## src/rtl/jtopl_sched_pkg.sv

```systemverilog
// Shared types for the slot sequencer: write-FSM state encoding and default ring geometry.
// The counter sub-module is reused by the timer and envelope blocks, so its helpers live here.
package jtopl_sched_pkg;

    localparam int STAGES_DEF = 18;
    localparam int SLOT_LAST  = STAGES_DEF - 1;

    typedef enum logic [1:0] {
        ST_IDLE = 2'd0,
        ST_WAIT = 2'd1,
        ST_DONE = 2'd2
    } wr_state_t;

    // Prescaler width; DIV=1 still needs a one-bit register that simply never moves.
    function automatic int pre_width(input int div);
        return (div > 1) ? $clog2(div) : 1;
    endfunction

endpackage

```

## src/rtl/jtopl_slot_cnt.sv

```systemverilog
// Prescaler plus slot counter: sh_cen fires on every DIV-th cen, and slot tracks the ring insertion point.
// Zero latency from the registers (sh_cen and zero are pure decodes); cen low freezes everything.
module jtopl_slot_cnt
    import jtopl_sched_pkg::*;
#(
    parameter int STAGES = 18,
    parameter int DIV    = 4,
    parameter int SW     = 5
) (
    input  logic          i_rst,
    input  logic          i_clk,
    input  logic          i_cen,
    output logic          o_sh_cen,
    output logic [SW-1:0] o_slot,
    output logic          o_zero
);

    localparam int            PW       = pre_width(DIV);
    localparam logic [PW-1:0] PRE_LAST = PW'(DIV - 1);
    localparam logic [SW-1:0] SLOT_END = SW'(STAGES - 1);

    logic [PW-1:0] r_pre;
    logic [SW-1:0] r_slot;
    logic          w_pre_wrap;

    assign w_pre_wrap = (r_pre == PRE_LAST);
    assign o_sh_cen   = i_cen & w_pre_wrap;
    assign o_slot     = r_slot;
    assign o_zero     = (r_slot == '0);

    always_ff @(posedge i_clk or posedge i_rst) begin
        if (i_rst) begin
            r_pre <= '0;
        end else if (i_cen) begin
            r_pre <= w_pre_wrap ? '0 : r_pre + 1'b1;
        end
    end

    always_ff @(posedge i_clk or posedge i_rst) begin
        if (i_rst) begin
            r_slot <= '0;
        end else if (o_sh_cen) begin
            r_slot <= (r_slot == SLOT_END) ? '0 : r_slot + 1'b1;
        end
    end

endmodule

```

## src/rtl/jtopl_slot_sched.sv

```systemverilog
// Ring sequencer and single-entry write scheduler: one CPU write waits for its slot, then loads the ring once.
// Ack arrives one clk after the loading sh_cen; requests arriving while busy are dropped, not queued.
module jtopl_slot_sched
    import jtopl_sched_pkg::*;
#(
    parameter int STAGES = SLOT_LAST + 1,
    parameter int W      = 8,
    parameter int DIV    = 4,
    parameter int SW     = 5
) (
    input  logic          i_rst,
    input  logic          i_clk,
    input  logic          i_cen,
    output logic          o_sh_cen,
    output logic [SW-1:0] o_slot,
    output logic          o_zero,
    input  logic          i_wr_req,
    input  logic [SW-1:0] i_wr_slot,
    input  logic [W-1:0]  i_wr_din,
    output logic          o_wr_busy,
    output logic          o_wr_ack,
    output logic          o_wr_err,
    output logic          o_sh_load,
    output logic [W-1:0]  o_sh_wdata
);

    // One bit wider than the slot port, since STAGES may equal 2**SW.
    localparam logic [SW:0] STAGES_W = (SW + 1)'(STAGES);

    wr_state_t     r_state;
    logic [SW-1:0] r_target;
    logic [W-1:0]  r_wdata;
    logic          r_err;

    logic          w_sh_cen;
    logic [SW-1:0] w_slot;
    logic          w_zero;
    logic          w_in_range;
    logic          w_hit;

    jtopl_slot_cnt #(
        .STAGES (STAGES),
        .DIV    (DIV),
        .SW     (SW)
    ) u_cnt (
        .i_rst    (i_rst),
        .i_clk    (i_clk),
        .i_cen    (i_cen),
        .o_sh_cen (w_sh_cen),
        .o_slot   (w_slot),
        .o_zero   (w_zero)
    );

    assign w_in_range = ({1'b0, i_wr_slot} < STAGES_W);
    assign w_hit      = (w_slot == r_target);

    // Only IDLE looks at the request, so anything arriving while WAIT/DONE is simply lost.
    always_ff @(posedge i_clk or posedge i_rst) begin
        if (i_rst) begin
            r_state  <= ST_IDLE;
            r_target <= '0;
            r_wdata  <= '0;
            r_err    <= 1'b0;
        end else begin
            case (r_state)
                ST_IDLE: begin
                    if (i_wr_req) begin
                        if (w_in_range) begin
                            r_target <= i_wr_slot;
                            r_wdata  <= i_wr_din;
                            r_err    <= 1'b0;
                            r_state  <= ST_WAIT;
                        end else begin
                            r_err    <= 1'b1;
                            r_state  <= ST_DONE;
                        end
                    end
                end
                ST_WAIT: begin
                    if (w_sh_cen && w_hit) begin
                        r_state <= ST_DONE;
                    end
                end
                ST_DONE: begin
                    r_state <= ST_IDLE;
                end
                default: begin
                    r_state <= ST_IDLE;
                end
            endcase
        end
    end

    assign o_sh_cen   = w_sh_cen;
    assign o_slot     = w_slot;
    assign o_zero     = w_zero;
    assign o_wr_busy  = (r_state == ST_WAIT);
    assign o_wr_ack   = (r_state == ST_DONE);
    assign o_wr_err   = (r_state == ST_DONE) & r_err;
    // Held for the whole target slot; the ring only shifts on the one sh_cen inside it.
    assign o_sh_load  = (r_state == ST_WAIT) & w_hit;
    assign o_sh_wdata = r_wdata;

endmodule

```

## config.mk

```make
export PLATFORM = sky130hd
export DESIGN_NAME = jtopl_slot_sched
export DESIGN_NICKNAME = d
export VERILOG_FILES = /design/src/rtl/jtopl_sched_pkg.sv /design/src/rtl/jtopl_slot_cnt.sv /design/src/rtl/jtopl_slot_sched.sv
export SDC_FILE = /design/constraint.sdc
export NUM_CORES = 1
export LEC_CHECK = 0
export CAP_MARGIN = 20
export CORE_MARGIN = 1.5
export CORE_UTILIZATION = 45
export DETAILED_ROUTE_END_ITERATION = 8
export PLACE_DENSITY_LB_ADDON = 0.1
export SYNTH_ARGS = -nofsm -noshare
export SYNTH_HDL_FRONTEND = slang
export SYNTH_HIERARCHICAL = 1
export SYNTH_SLANG_ARGS = --single-unit
export TNS_END_PERCENT = 10
```

## constraint.sdc

```tcl
create_clock -name i_clk -period 1.8 [get_ports i_clk]
set_input_delay 0.27 -clock i_clk [delete_from_list [all_inputs] [get_ports i_clk]]
set_output_delay 0.27 -clock i_clk [all_outputs]
set_load 0.01 [all_outputs]
```

==> results.py, run 1 <==
metrics = {
    "floorplanning": {
        "rows": 17,
        "die-area_um2": 2810,
        "initial_utilization": 0.490,
        "design.core.area_um2": 2300,
        "die_w_um": 53.0,
        "die_y_um": 53.0,
        "pin_count": 36,
    },
    "clocking": {
        "ctsHoldBuffers": 0,
        "insertion_delay_ns": 0.31,
        "cts_tree": "built",
        "root_buffer": "clkbuf_4",
        "htree_levels": 1,
        "clk_pin_slew_ns": 0.12,
        "clockBufferDepth": 2,
        "cts_buffers": 3,
        "cts.sinks": 23,
    },
    "synth": {
        "synthTopCellsByArea": "dfrtp_1 51%, mux2_4 11%, mux2_2 5.0%",
        "synth_top_area_share": 0.511,
        "synth_top_family_by_area": "multiplexers",
        "synth_seq_cells": 23,
        "netlist_top_cells_count": "23 x dfrtp_1, 8 x mux2_4, 6 x xnor2_1",
        "synthArstFlopShare": 1.00,
        "yosys.area_share.xor_xnor": 0.0467,
        "avgSynthCellArea_um2": 12.5,
        "synth_cells": 90,
        "synth-edff-count": 0,
        "seq_area_frac_synth": 0.511,
        "synth.distinct_cells": 28,
        "ys.flop_type": "dfrtp_1",
        "synth_nets": 111,
        "synth_compound_area_frac": 0.0600,
        "yosys.area.top_type": "dfrtp_1",
        "yosys_warnings": 6,
        "synthAdderAreaFrac": 0.0444,
        "netlist_area_um2": 1130,
        "yosysMostFrequentCell": "dfrtp_1",
        "yosys.area_share.simple": 0.136,
        "yosys-mux-area-fraction": 0.166,
    },
    "setup_path": {
        "path_class": "flop to output pin",
        "cp_cell_sequence": "buf_4, clkdlybuf4s50_1",
        "worst_path_max_delay_cell": "clkdlybuf4s50_1",
        "crit_path_start_kind": "flop",
        "crit_fanout": 6,
        "crit_path_end_kind": "output pin",
        "critPathArrivalTime_ns": 1.44,
        "rr_endpoint": "u_cnt/o_slot[0]$_DFFE_PP0P_",
        "r2r_setup_slack_ns": 0.16,
        "rr_worst_depth": 6,
        "r2r_start": "u_cnt/o_slot[0]$_DFFE_PP0P_",
        "worstPathRequired_ns": 1.53,
        "path_delay_family": "buffers and inverters",
        "crit_cells": 2,
        "cp.buffers_inverters": 2,
        "critical-path-max-stage-delay_ns": 0.53,
    },
    "final_layout": {
        "syn_to_final_growth_pct": 46.9,
        "final_nets": 163,
        "finalInstanceArea_um2": 1650,
        "drive_gt1_frac": 0.312,
        "diodes": 0,
    },
    "detailed_routing": {
        "num_vias": 894,
        "drt-initial-drc-count": 11,
        "drtPass1Iterations": 4,
        "viasPerCell": 5.29,
        "drc": 0,
        "drt_wl_total_um": 2540,
        "wl_per_cell_um": 15.0,
        "ant_nets": 0,
    },
    "outcome": {
        "outcome": "finished clean",
    },
    "placement": {
        "portBuffers": 35,
        "preCtsSetupSlack_ns": -0.00770,
        "placed_area_um2": 1570,
        "gp_congestion": 0.675,
        "dp_hpwl_um": 1870,
    },
    "pwr": {
        "power_frac_clock": 0.093,
        "p_comb_frac": 0.528,
        "p_leak_nw": 0.777,
        "p_seq_frac": 0.379,
        "ir_worst_vdd_mv": 0.937,
        "p_sw_frac": 0.339,
        "p_switching_mw": 0.859,
        "powerDensity_nw_per_um2": 1530,
        "intPower_mw": 1.68,
    },
    "timing": {
        "drv_slew": 0,
        "worst_slack_ns": 0.0898,
        "maxClockFrequency_mhz": 585,
        "setup_tns_ns": 0,
        "final_hold_viol_count": 0,
        "min_period_ns": 1.71,
        "rsz0062_at_grt": "no",
        "relSlewSlack": 0.604,
        "setup_violations": 0,
        "finalCritPeriodShare": 0.950,
        "fin_worst_skew_ns": 0.00162,
        "worst_pin_slew_ns": 0.593,
    },
    "global_routing": {
        "grt_max_degree": 17,
        "grt-ovfl-total": 0,
        "grt.total_usage": 0.203,
        "antenna_found_initial": 0,
        "grt_pass1_vias": 875,
        "grt_first_pass_wirelength_um": 3980,
    },
    "worst_hold_path": {
        "hold_class": "input port to async pin",
    },
    "run": {
        "drv_cap": 0,
    },
}
-- per-stage QoR --
stage                     total power, mW  instances  hold slack (ns)  utilization
after floorplan                      1.59         90           0.0734            -
after global placement               2.16        160            0.464        0.683
after detailed placement             2.22        160            0.477        0.683
after CTS                            2.49        164            0.205        0.702
after global routing                 2.70        169            0.208        0.720
final                                2.54        169            0.213        0.720
-- metal layers --
| metal | track usage | vias up | part of all wire |
|---|---|---|---|
| met5 | 0 | - | 0 |
| met4 | 0.103 | 0 | 0.013 |
| met2 | 0.331 | 36 | 0.49 |
| met3 | 0.0282 | 4 | 0.056 |
| li1 | - | 419 | - |
| met1 | 0.260 | 435 | 0.44 |
-- repair_timing --
item	4_1_cts	5_1_grt
buffers inserted	0	5
endpoints found under the setup margin	4	5
resized for setup	9	8
-- layout make-up --
class,instances,area [µm²]
Sequential cell,23,579
Multi-Input combinational cell,60,538
Clock buffer,3,22.5
Fill cell,169,643
Inverter,5,18.8
Tap cell,28,35.0
Clock inverter,1,5.00
Timing Repair Buffer,49,455
-- flip-flops by register name, indices dropped and copies added (netlist names) --
name	count
u_cnt/o_slot	5
u_cnt/r_pre	2
r_state	2
o_sh_wdata	8
r_target	5
r_err	1
-- cell usage in the layout, fill, tap and decap left out, types with 2 or more instances in the layout --
cell,count
dfrtp_2,3
dlygate4sd2_1,2
mux2_4,8
clkbuf_2,2
nor3_1,2
nand3_1,5
mux2_2,5
nor2_1,5
inv_1,5
xnor2_2,2
and2_1,2
dfrtp_1,20
a21o_1,3
clkbuf_4,3
nor2b_2,2
nand2_1,3
a21oi_1,2
buf_4,13
ha_1,3
xnor2_1,4
clkdlybuf4s50_1,31
-- power by group through the flow --
stage                     combinational [mW]  sequential, mW  clock, mW
after global routing                    1.44           0.987      0.279
after detailed placement                1.27           0.944          0
final                                   1.34           0.960      0.236
after CTS                               1.29           0.954      0.247
after global placement                  1.23           0.934          0
after floorplan                        0.592            1.00          0
-- worst max path at each step --
stage	startpoint	slack, ns	to
floorplan	u_cnt/o_slot[1]$_DFFE_PP0P_	0.40	u_cnt/o_slot[0]$_DFFE_PP0P_
global placement	i_wr_slot[1]	0.07	o_sh_wdata[7]$_DFFE_PP0P_
detailed placement	i_wr_slot[1]	-0.008	o_sh_wdata[1]$_DFFE_PP0P_
CTS	u_cnt/o_slot[4]$_DFFE_PP0P_	0.02	o_sh_load
global route	r_state[1]$_DFFE_PP0P_	0.004	o_wr_ack
finish	u_cnt/o_slot[2]$_DFFE_PP0P_	0.09	o_slot[2]
-- worst reg2reg max path: stages, from the launching register on --
cell and delay [ns]:
dfrtp_1 0.43, buf_4 0.15, buf_4 0.14, ha_1 0.21
and4bb_1 0.24, or3b_1 0.35, o21ai_1 0.08
-- kinds of logic (layout without fill, tap and decap cells) --
| kind of cell | Yosys count | after routing |
|---|---|---|
| multiplexers | 14 | 14 |
| buffers and inverters | 7 | 58 |
| AND/OR/NAND/NOR | 26 | 26 |
| flip-flops | 23 | 23 |
| AO/OA/AOI/OAI | 10 | 10 |
| adder cells (fa/ha/maj) | 4 | 4 |
| XOR/XNOR | 6 | 6 |
Power figures use the tool's default switching activity.
==> run 2: changes to the inputs <==
TNS_END_PERCENT = 30   (was 10)
==> results of run 2 <==
Same layout as run 1: the final DEF is identical, and so are final timing and power.
